<file path="config.mk">
export PLATFORM = sky130hd
export DESIGN_NAME = swim_rx
export DESIGN_NICKNAME = d
export VERILOG_FILES = /design/src/rtl/swim_pkg.sv /design/src/rtl/swim_edge_sync.sv /design/src/rtl/swim_rx.sv
export SDC_FILE = /design/constraint.sdc
export NUM_CORES = 1
export LEC_CHECK = 0
export ABC_AREA = 1
export CAP_MARGIN = 15
export CORE_MARGIN = 2
export CORE_UTILIZATION = 40
export DETAILED_ROUTE_END_ITERATION = 6
export GPL_ROUTABILITY_DRIVEN = 0
export PLACE_DENSITY = 0.56
export RECOVER_POWER = 50
export SYNTH_ARGS = -nofsm -noshare
export SYNTH_HDL_FRONTEND = slang
export SYNTH_SLANG_ARGS = --single-unit
</file>
<file path="constraint.sdc">
create_clock -name clk -period 2.5 [get_ports clk]
set_clock_uncertainty 0.2 [all_clocks]
set_input_delay 0.5 -clock clk [delete_from_list [all_inputs] [get_ports clk]]
set_output_delay 0.5 -clock clk [all_outputs]
set_load 0.03 [all_outputs]
</file>
<file path="src/rtl/swim_pkg.sv">
// Shared SWIM definitions: FSM state encoding, frame sizes and default timing
// constants used by both the receive decoder and the transmit side.
package swim_pkg;

    typedef enum logic [1:0] {
        ST_IDLE      = 2'd0,
        ST_WAIT_FALL = 2'd1,
        ST_LOW       = 2'd2,
        ST_HIGH      = 2'd3
    } swim_rx_state_e;

    localparam int   SWIM_ACK_BITS   = 1;
    localparam int   SWIM_FRAME_BITS = 10;
    localparam logic FRAME_MODE_ACK  = 1'b0;
    localparam logic FRAME_MODE_DATA = 1'b1;

    // 11 SWIM clocks at 8 MHz seen from a 48 MHz system clock
    localparam int SWIM_THRESH_CYC  = 66;
    localparam int SWIM_TIMEOUT_CYC = 1024;

    function automatic logic swim_even_parity(input logic [7:0] d);
        return ^d;
    endfunction

endpackage

</file>
<file path="src/rtl/swim_edge_sync.sv">
// Two-flop synchronizer for the asynchronous SWIM pin plus a registered
// previous value, producing single-cycle rise/fall pulses.
module swim_edge_sync (
    input  logic clk,
    input  logic reset_n,
    input  logic swim_in,
    output logic rise,
    output logic fall
);

    logic sync1_q, sync2_q, prev_q;
    logic sync1_d, sync2_d, prev_d;

    always_comb begin
        sync1_d = swim_in;
        sync2_d = sync1_q;
        prev_d  = sync2_q;
    end

    // Idle line is high, so reset everything to 1 to avoid a false edge.
    always_ff @(posedge clk or negedge reset_n) begin
        if (!reset_n) begin
            sync1_q <= 1'b1;
            sync2_q <= 1'b1;
            prev_q  <= 1'b1;
        end else begin
            sync1_q <= sync1_d;
            sync2_q <= sync2_d;
            prev_q  <= prev_d;
        end
    end

    assign rise = sync2_q & ~prev_q;
    assign fall = ~sync2_q & prev_q;

endmodule

</file>
<file path="src/rtl/swim_rx.sv">
// SWIM receive decoder: pulse-width bit decode, ACK or 10-bit frame assembly,
// valid/ready result port. Optional glitch filter: SWIM_RX_GLITCH_FILTER_EN.
module swim_rx
    import swim_pkg::*;
#(
    parameter int THRESH_CYC  = SWIM_THRESH_CYC,
    parameter int TIMEOUT_CYC = SWIM_TIMEOUT_CYC,
    parameter int MIN_LOW_CYC = 3,
    parameter int CNT_W       = 11
) (
    input  logic       clk,
    input  logic       reset_n,
    input  logic       swim_in,
    input  logic       arm,
    input  logic       frame_mode,
    output logic       busy,
    output logic [7:0] rx_data,
    output logic       rx_valid,
    input  logic       rx_ready,
    output logic       parity_err,
    output logic       hdr_err,
    output logic       timeout,
    output logic       overrun
);

    localparam logic [CNT_W-1:0] TMO = CNT_W'(TIMEOUT_CYC);
    localparam logic [CNT_W-1:0] THR = CNT_W'(THRESH_CYC);
`ifdef SWIM_RX_GLITCH_FILTER_EN
    localparam int MIN_LOW_EFF = MIN_LOW_CYC;
`else
    localparam int MIN_LOW_EFF = MIN_LOW_CYC * 0;
`endif

    logic rise, fall;

    swim_edge_sync u_sync (
        .clk     (clk),
        .reset_n (reset_n),
        .swim_in (swim_in),
        .rise    (rise),
        .fall    (fall)
    );

    swim_rx_state_e   state_q, state_d, ret_state_q, ret_state_d;
    logic [CNT_W-1:0] cnt_q, cnt_d, saved_cnt_q, saved_cnt_d, cnt_inc;
    logic [3:0]       bits_left_q, bits_left_d;
    logic [9:0]       shift_q, shift_d;
    logic             mode_q, mode_d, busy_q, busy_d;
    logic [7:0]       rx_data_q, rx_data_d;
    logic             rx_valid_q, rx_valid_d, parity_err_q, parity_err_d;
    logic             hdr_err_q, hdr_err_d, timeout_q, timeout_d, overrun_q, overrun_d;
    logic             consume, finish, abort, is_glitch;

    always_comb begin
        state_d      = state_q;
        ret_state_d  = ret_state_q;
        cnt_d        = cnt_q;
        saved_cnt_d  = saved_cnt_q;
        bits_left_d  = bits_left_q;
        shift_d      = shift_q;
        mode_d       = mode_q;
        busy_d       = busy_q;
        rx_data_d    = rx_data_q;
        rx_valid_d   = rx_valid_q;
        parity_err_d = parity_err_q;
        hdr_err_d    = hdr_err_q;
        timeout_d    = 1'b0;
        overrun_d    = 1'b0;
        finish       = 1'b0;
        abort        = 1'b0;
        // cnt_inc doubles as the low-pulse length: the fall-detect cycle is the first low cycle
        cnt_inc      = (cnt_q >= TMO) ? TMO : cnt_q + CNT_W'(1);
        is_glitch    = int'(cnt_inc) < MIN_LOW_EFF;
        consume      = rx_valid_q & rx_ready;

        if (consume) begin
            rx_valid_d   = 1'b0;
            parity_err_d = 1'b0;
            hdr_err_d    = 1'b0;
        end

        case (state_q)
            ST_IDLE: begin
                if (arm) begin
                    mode_d      = frame_mode;
                    bits_left_d = (frame_mode == FRAME_MODE_DATA) ? 4'(SWIM_FRAME_BITS)
                                                                  : 4'(SWIM_ACK_BITS);
                    busy_d      = 1'b1;
                    cnt_d       = '0;
                    state_d     = ST_WAIT_FALL;
                end
            end
            ST_WAIT_FALL, ST_HIGH: begin
                if (fall) begin
                    ret_state_d = state_q;
                    saved_cnt_d = cnt_q;
                    cnt_d       = '0;
                    state_d     = ST_LOW;
                end else if (cnt_inc >= TMO) begin
                    abort = 1'b1;
                end else begin
                    cnt_d = cnt_inc;
                end
            end
            ST_LOW: begin
                if (rise) begin
                    if (is_glitch) begin
                        state_d = ret_state_q;
                        cnt_d   = saved_cnt_q;
                    end else begin
                        shift_d     = {shift_q[8:0], (cnt_inc < THR)};
                        bits_left_d = bits_left_q - 4'd1;
                        if (bits_left_q == 4'd1) begin
                            finish = 1'b1;
                        end else begin
                            cnt_d   = '0;
                            state_d = ST_HIGH;
                        end
                    end
                end else if (cnt_inc >= TMO) begin
                    abort = 1'b1;
                end else begin
                    cnt_d = cnt_inc;
                end
            end
            default: state_d = ST_IDLE;
        endcase

        if (abort) begin
            state_d   = ST_IDLE;
            busy_d    = 1'b0;
            timeout_d = 1'b1;
        end

        // A result already waiting and not taken this cycle wins over the new one.
        if (finish) begin
            state_d = ST_IDLE;
            busy_d  = 1'b0;
            if (!rx_valid_q || consume) begin
                rx_valid_d = 1'b1;
                if (mode_q == FRAME_MODE_DATA) begin
                    rx_data_d    = shift_d[8:1];
                    hdr_err_d    = ~shift_d[9];
                    parity_err_d = shift_d[0] != swim_even_parity(shift_d[8:1]);
                end else begin
                    rx_data_d    = {7'b0, shift_d[0]};
                    hdr_err_d    = 1'b0;
                    parity_err_d = 1'b0;
                end
            end else begin
                overrun_d = 1'b1;
            end
        end
    end

    always_ff @(posedge clk or negedge reset_n) begin
        if (!reset_n) begin
            state_q      <= ST_IDLE;
            ret_state_q  <= ST_IDLE;
            cnt_q        <= '0;
            saved_cnt_q  <= '0;
            bits_left_q  <= '0;
            shift_q      <= '0;
            mode_q       <= FRAME_MODE_ACK;
            busy_q       <= 1'b0;
            rx_data_q    <= '0;
            rx_valid_q   <= 1'b0;
            parity_err_q <= 1'b0;
            hdr_err_q    <= 1'b0;
            timeout_q    <= 1'b0;
            overrun_q    <= 1'b0;
        end else begin
            state_q      <= state_d;
            ret_state_q  <= ret_state_d;
            cnt_q        <= cnt_d;
            saved_cnt_q  <= saved_cnt_d;
            bits_left_q  <= bits_left_d;
            shift_q      <= shift_d;
            mode_q       <= mode_d;
            busy_q       <= busy_d;
            rx_data_q    <= rx_data_d;
            rx_valid_q   <= rx_valid_d;
            parity_err_q <= parity_err_d;
            hdr_err_q    <= hdr_err_d;
            timeout_q    <= timeout_d;
            overrun_q    <= overrun_d;
        end
    end

    assign busy       = busy_q;
    assign rx_data    = rx_data_q;
    assign rx_valid   = rx_valid_q;
    assign parity_err = parity_err_q;
    assign hdr_err    = hdr_err_q;
    assign timeout    = timeout_q;
    assign overrun    = overrun_q;

endmodule

</file>
# After elaboration in Yosys (flattened, before gate mapping)
# Index checks and enable logic that the tools add are counted.
dict set report word_totals {
  in_bits 6
  ff_bits 45
}
dict set report classes {
  bitwise 6
  n_reduce_logical 14
  mux 46
  n_lt_le_gt_ge 3
  eq_ne 12
  n_addsub 2
}
# cell n
set op_table {}
lappend op_table {{$mux W11} 6}
lappend op_table {{$pmux W11 S3} 1}
lappend op_table {{$mux W1} 24}
lappend op_table {{$ge A11 B11 Y1 const B} 2}
lappend op_table {{$mux W10} 2}
lappend op_table {{$ne A4 B4 Y1 const B} 4}
lappend op_table {{$mux W2} 6}
lappend op_table {{$mux W4} 3}
lappend op_table {{$add A11 B1 Y11 const B} 1}
lappend op_table {{$lt A11 B7 Y1 const B} 1}
lappend op_table {{$mux W8} 1}
lappend op_table {{$pmux W4 S2} 1}
lappend op_table {{$reduce_and A2 Y1} 4}
lappend op_table {{$reduce_xor A8 Y1} 1}
lappend op_table {{$pmux W2 S3} 1}
lappend op_table {{$reduce_bool A3 Y1} 2}
lappend op_table {{$eq A2 B2 Y1 const B} 2}
lappend op_table {{$eq A4 B1 Y1 const B} 1}
lappend op_table {{$ne A2 B2 Y1 const B} 2}
lappend op_table {{$reduce_and A4 Y1} 1}
lappend op_table {{$sub A4 B1 Y4 const B} 1}
lappend op_table {{$and A1 B1 Y1} 3}
lappend op_table {{$ne A3 B3 Y1 const B} 1}
lappend op_table {{$not A1 Y1} 3}
lappend op_table {{9 further kinds} 9}

# Depth between registers and ports, before layout
dict set report depth {
  word_depth 10
  mapped_depth 16
  depth_no_buf 15
}

# Cells and area by module
# A second synthesis with hierarchy kept.
dict set report hier_totals {
  cells_unflattened 338
  area_unflattened_um2 2488.6
}
# module area_each_um2 cells_per_inst n_inst
set by_module_without_submodules {}
lappend by_module_without_submodules {swim_rx 2394.8 331 1}
lappend by_module_without_submodules {swim_edge_sync 93.8 7 1}

# Worst setup path before layout
# No wires, ideal clock.
dict set report synth_timing {
  kind {reg-to-reg}
  from {register u_sync.sync2_q, in the netlist u_sync.prev_d}
  to {register parity_err_q, in the netlist parity_err}
  path_buffers 1
  required_ns 2.183
  path_stages_with_launch 17
  path_slack_ns 0.632
  arrival_ns 1.551
  cell_sequence {dfstp_2 > inv_2 > nor2_8 > nand2_4 > buf_6 > nand2_1 > nand2_1 > nand2_1 > nand2_1 > inv_2 > nand2_1 > nand2_1 > nand2_1 > nand2_1 > nand2_1 > nand3_1 > nand2_1}
}
dict set report synth_via {
  elab_chain_len 8
  elab_cells_between_ends 10
  classes_between {1 x eq/ne; 7 x mux; 1 x bitwise; 1 x reduce/logical}
}
# element line_no
set synth_rtl {}
lappend synth_rtl {{start: declaration} swim_edge_sync.sv:11} ;# logic sync1_q, sync2_q, prev_q;
lappend synth_rtl {{start signal: assignment} swim_edge_sync.sv:28} ;# sync2_q <= sync2_d;
lappend synth_rtl {{$and A1 B1 Y1 (*)} swim_edge_sync.sv:33} ;# assign rise = sync2_q & ~prev_q;
lappend synth_rtl {{$mux W10} swim_rx.sv:106} ;# if (rise) begin
lappend synth_rtl {{$mux W10} swim_rx.sv:82} ;# case (state_q)
lappend synth_rtl {{$reduce_xor A8 Y1} swim_pkg.sv:22} ;# return ^d;
lappend synth_rtl {{$ne A1 B1 Y1} swim_rx.sv:144} ;# parity_err_d = shift_d[0] != swim_even_parity(shift_d[8:1]);
lappend synth_rtl {{$mux W1} swim_rx.sv:141} ;# if (mode_q == FRAME_MODE_DATA) begin
lappend synth_rtl {{$mux W1} swim_rx.sv:139} ;# if (!rx_valid_q || consume) begin
lappend synth_rtl {{$mux W1 (*)} swim_rx.sv:136} ;# if (finish) begin
lappend synth_rtl {{named net parity_err_d} swim_rx.sv:50} ;# logic rx_valid_q, rx_valid_d, parity_err_q, parity_err_d;
lappend synth_rtl {{end signal: assignment} swim_rx.sv:183} ;# parity_err_q <= parity_err_d;
lappend synth_rtl {{end: declaration} swim_rx.sv:50}
# Mark *: on every way through the listed nets, which the timed path passes. The rest lies on a longest branch.
# A chain may end at the register's enable or synchronous reset.

# Final worst setup path
dict set report layout_timing {
  from {register u_sync.sync2_q, in the netlist u_sync.prev_d}
  to {register rx_data_q[0], in the netlist rx_data[0]}
}
dict set report layout_via {
  elab_chain_len 4
  elab_cells_between_ends 7
  classes_between {5 x mux; 1 x bitwise; 1 x reduce/logical}
}
# element line_no
set layout_rtl {}
lappend layout_rtl {{$and A1 B1 Y1 (*)} swim_edge_sync.sv:33}
lappend layout_rtl {{$mux W10 or $mux W1 (tied branches)} swim_rx.sv:106}
lappend layout_rtl {{$mux W10 or $mux W1 (tied branches)} swim_rx.sv:82}
lappend layout_rtl {{$mux W8 or $reduce_and A2 Y1 (tied branches)} n/a}
lappend layout_rtl {{end signal: assignment} swim_rx.sv:181} ;# rx_data_q <= rx_data_d;
lappend layout_rtl {{end: declaration} swim_rx.sv:49} ;# logic [7:0] rx_data_q, rx_data_d;
# Every way passes the cells marked *; elsewhere a longest branch is shown, timed or not.

==> run_summary.xml <==
<?xml version="1.0" encoding="UTF-8"?>
<metrics>
  <group name="run_status">
    <metric name="status" unit="">finished, violations left</metric>
    <metric name="violations" unit="">capacitance limit, slew limit</metric>
  </group>
  <group name="global_routing">
    <metric name="grt_antenna_before_repair" unit="">0</metric>
    <metric name="first_global_vias" unit="">2000</metric>
    <metric name="grt_remaining_overflow" unit="">0</metric>
    <metric name="grt_usage" unit="%">17.6</metric>
    <metric name="grt_first_pass_wirelength" unit="mm">9.13</metric>
    <metric name="grt_start_max_net_pins" unit="">34</metric>
  </group>
  <group name="power">
    <metric name="peakVddDrop" unit="mV">0.472</metric>
    <metric name="p_seq_share" unit="%">37.4</metric>
    <metric name="switching_component_of_the_power" unit="mW">1.19</metric>
    <metric name="leakage_power" unit="nW">1.47</metric>
    <metric name="p_int" unit="mW">1.69</metric>
    <metric name="powerDensity" unit="mW/mm^2">1020</metric>
    <metric name="design_power_total" unit="mW">2.89</metric>
    <metric name="share_comb_of_total_power" unit="%">42.6</metric>
    <metric name="power_frac_clock" unit="%">20.0</metric>
    <metric name="swShare" unit="%">41.4</metric>
  </group>
  <group name="routing">
    <metric name="top_layer_reached_by_signal_wires" unit="">met4</metric>
    <metric name="vias" unit="">2077</metric>
    <metric name="met3_wirelength" unit="um">145</metric>
    <metric name="drc" unit="">0</metric>
    <metric name="detail_route.wl_per_cell" unit="um">12.0</metric>
    <metric name="wl_met2" unit="mm">2.36</metric>
    <metric name="routed_wirelength" unit="mm">5.16</metric>
    <metric name="firstDrtPassIters" unit="">7</metric>
    <metric name="route.layer.met1.wl" unit="mm">2.59</metric>
    <metric name="antenna_left" unit="">0</metric>
    <metric name="first_iter_violations" unit="">84</metric>
    <metric name="routed_via_density" unit="">4.82</metric>
  </group>
  <group name="logic_synthesis">
    <metric name="ys_warn_count" unit="">0</metric>
    <metric name="synthCells" unit="">332</metric>
    <metric name="post_synth_main_area_contributors" unit="">dfrtp_1 (43%), nand2_1 (19%), nor2_1 (5.4%)</metric>
    <metric name="synthesis.area" unit="mm^2">0.00245</metric>
    <metric name="synth.net_count" unit="">342</metric>
    <metric name="yosys_register_bits" unit="">45</metric>
    <metric name="synth.lib_cells_used.distinct" unit="">28</metric>
    <metric name="synth_largest_area_cell" unit="">dfrtp_1</metric>
    <metric name="yosysSeqAreaShare" unit="%">46.1</metric>
    <metric name="yosys_top_cell_area_share" unit="%">42.9</metric>
    <metric name="syn-mean-instance-area" unit="um^2">7.38</metric>
  </group>
  <group name="finish">
    <metric name="final_net_count" unit="">365</metric>
    <metric name="fin_util" unit="%">47.6</metric>
    <metric name="layout.filler_cells" unit="">632</metric>
    <metric name="signed_area_change_from_the_synthesized_netlist_to_the_final_layout" unit="%">15.1</metric>
    <metric name="drive_gt1_share" unit="%">9.55</metric>
    <metric name="layout.area.seq" unit="mm^2">0.00113</metric>
    <metric name="multi_input_gate_area" unit="mm^2">0.00111</metric>
    <metric name="most_common_cell_after_layout_fill_and_taps_aside" unit="">nand2_1</metric>
    <metric name="layout.cells.most_common_list" unit="">nand2_1 (122), dfrtp_1 (42), nor2_1 (35)</metric>
    <metric name="antenna_cells" unit="">0</metric>
  </group>
  <group name="clocking">
    <metric name="worst_skew_pair.late_latency" unit="ns">0.30</metric>
    <metric name="tritoncts" unit="">built</metric>
    <metric name="htreeDepth" unit="">2</metric>
    <metric name="cts.repair_timing.setup_buffer_count" unit="">0</metric>
    <metric name="cts-buffers-inserted" unit="">5</metric>
    <metric name="clock_sinks" unit="">45</metric>
    <metric name="cts_max_path_buffers" unit="">2</metric>
    <metric name="clock-root-buffer" unit="">clkbuf_8</metric>
    <metric name="clk_pin_slew" unit="ns">0.09</metric>
  </group>
  <group name="timing">
    <metric name="setup_total_negative_slack" unit="ns">0</metric>
    <metric name="drv_slew" unit="">34</metric>
    <metric name="report.final.hold_viol_count" unit="">0</metric>
    <metric name="slew_at_the_pin_closest_to_its_max_slew_limit" unit="ns">1.80</metric>
    <metric name="unrepaired_setup_endpoints_after_global_routing" unit="">false</metric>
    <metric name="finalCriticalPeriod" unit="ns">2.18</metric>
    <metric name="max_slew_margin" unit="%">-20.1</metric>
    <metric name="final-setup-viol-count" unit="">0</metric>
    <metric name="finalHoldWorstSlack" unit="ns">0.164</metric>
    <metric name="timing.final.crit_share" unit="%">87.3</metric>
    <metric name="fmax" unit="MHz">458</metric>
  </group>
  <group name="die">
    <metric name="io_pins" unit="">20</metric>
    <metric name="die_width" unit="um">82.3</metric>
    <metric name="start_util" unit="%">41.4</metric>
    <metric name="design.die.area" unit="mm^2">0.00677</metric>
    <metric name="die_h" unit="um">82.3</metric>
    <metric name="placeableCoreArea" unit="mm^2">0.00592</metric>
    <metric name="std_cell_rows" unit="">28</metric>
  </group>
  <group name="placed_design">
    <metric name="dp_hpwl" unit="mm">3.96</metric>
    <metric name="port-buffer-count" unit="">19</metric>
  </group>
  <group name="setup_path">
    <metric name="timing.reg2reg.setup_slack" unit="ns">0.32</metric>
    <metric name="rr_worst_depth" unit="">9</metric>
    <metric name="critical_path_class" unit="">flop to flop</metric>
    <metric name="endpoint_kind" unit="">flop</metric>
    <metric name="critical_path.startpoint_type" unit="">flop</metric>
    <metric name="crit_path_max_fanout" unit="">24</metric>
    <metric name="arrival_time_of_data_at_the_critical_path_endpoint" unit="ns">2.17</metric>
    <metric name="timing.rr.start" unit="">u_sync.prev_d</metric>
    <metric name="crit_required" unit="ns">2.49</metric>
    <metric name="r2r_path_end" unit="">rx_data[0]</metric>
  </group>
  <group name="min_path">
    <metric name="hold_path_depth" unit="">0</metric>
    <metric name="min_to" unit="">u_sync.prev_d</metric>
    <metric name="hold_crit_path_type" unit="">flop to flop</metric>
    <metric name="min-delay-start" unit="">u_sync.sync1_q</metric>
  </group>
  <group name="flow_run">
    <metric name="cap_viol_max_count" unit="">1</metric>
  </group>
</metrics>
## area by class of cell
type	instances	area share (%)
clock inverters	2	1.33
repair buffers	22	7.10
clock buffers	6	2.93
multi-input cells	237	39.4
flip-flops and latches	45	40.1
inverters	44	5.86
well taps	75	3.33
## Yosys cell counts (all sizes together)
cell type	n
nand2	124
inv	44
dfrtp	42
nor2	40
nand3	22
o21ai	15
a21oi	11
o22ai	9
buf	6
ha	4
dfstp	3
nor3	3
a22oi	2
or2	2
xor2	2
nand3b	1
nand4	1
o2111a	1
## worst max-delay path, stage by stage, from the launching register on
cell	delay [ns]
dfstp_1	0.58
inv_2	0.08
nor2_8	0.14
nand2_4	0.18
nor2_1	0.23
inv_2	0.10
nor2_2	0.16
nand2_2	0.18
o21ai_0	0.12
o22ai_1	0.10
## logic make-up after synthesis
group / synth area share, %
buffers and inverters: 8.68
adder cells (fa/ha/maj): 2.04
AND/OR/NAND/NOR: 33.3
XOR/XNOR: 0.715
AO/OA/AOI/OAI: 9.14
flip-flops: 46.1
## power by group through the flow
stage          Clock, mW  Combinational [mW]  Sequential, mW
2_1_floorplan          0               0.919            1.11
3_3_place_gp           0                1.22            1.09
3_5_place_dp           0                1.24            1.09
4_1_cts            0.593                1.25            1.08
5_1_grt            0.622                1.45            1.11
6_report           0.576                1.23            1.08
## how the worst max path moves through the flow
| stage | from | end | slack, ns | cells past startpoint |
|---|---|---|---|---|
| 6_report | u_sync.prev_d | rx_data[0] | 0.32 | 9 |
| 5_1_grt | u_sync.prev_d | parity_err | 0.06 | 15 |
| 4_1_cts | state_q[0] | rx_data[0] | 0.19 | 8 |
| 3_5_place_dp | state_q[0] | rx_data[0] | 0.19 | 8 |
| 3_3_place_gp | state_q[0] | rx_data[0] | 0.19 | 8 |
| 2_1_floorplan | u_sync.prev_d | parity_err | 0.63 | 16 |
## sequential cells by signal, indices dropped and copies added, names as in the netlist
name and flops:
timeout 1, shift_q 10, state_q 2, cnt_q 11
rx_data 8, bits_left_q 4, rx_valid 1, busy 1
mode_q 1, u_sync.prev_q 1, u_sync.sync1_q 1, u_sync.prev_d 1
parity_err 1, hdr_err 1, overrun 1
## stage by stage
step / instances / setup WS, ns / instance area (um^2)
finish: 431 / 0.318 / 2820
global route: 431 / 0.0636 / 2820
CTS: 431 / 0.187 / 2820
detailed placement: 423 / 0.193 / 2700
global placement: 423 / 0.191 / 2700
floorplan: 332 / 0.632 / 2450
## layer usage
layer / global-route usage, % / vias to the layer above
li1: - / 1092
met1: 24.0 / 955
met2: 28.7 / 25
met3: 2.61 / 5
met4: 5.67 / 0
met5: 0 / -
## what timing repair did
action	4_1_cts	5_1_grt
hold buffers	0	0
resized for setup	0	1
endpoints found under the setup margin	0	1
No activity file was read; power rests on OpenSTA's default activity.
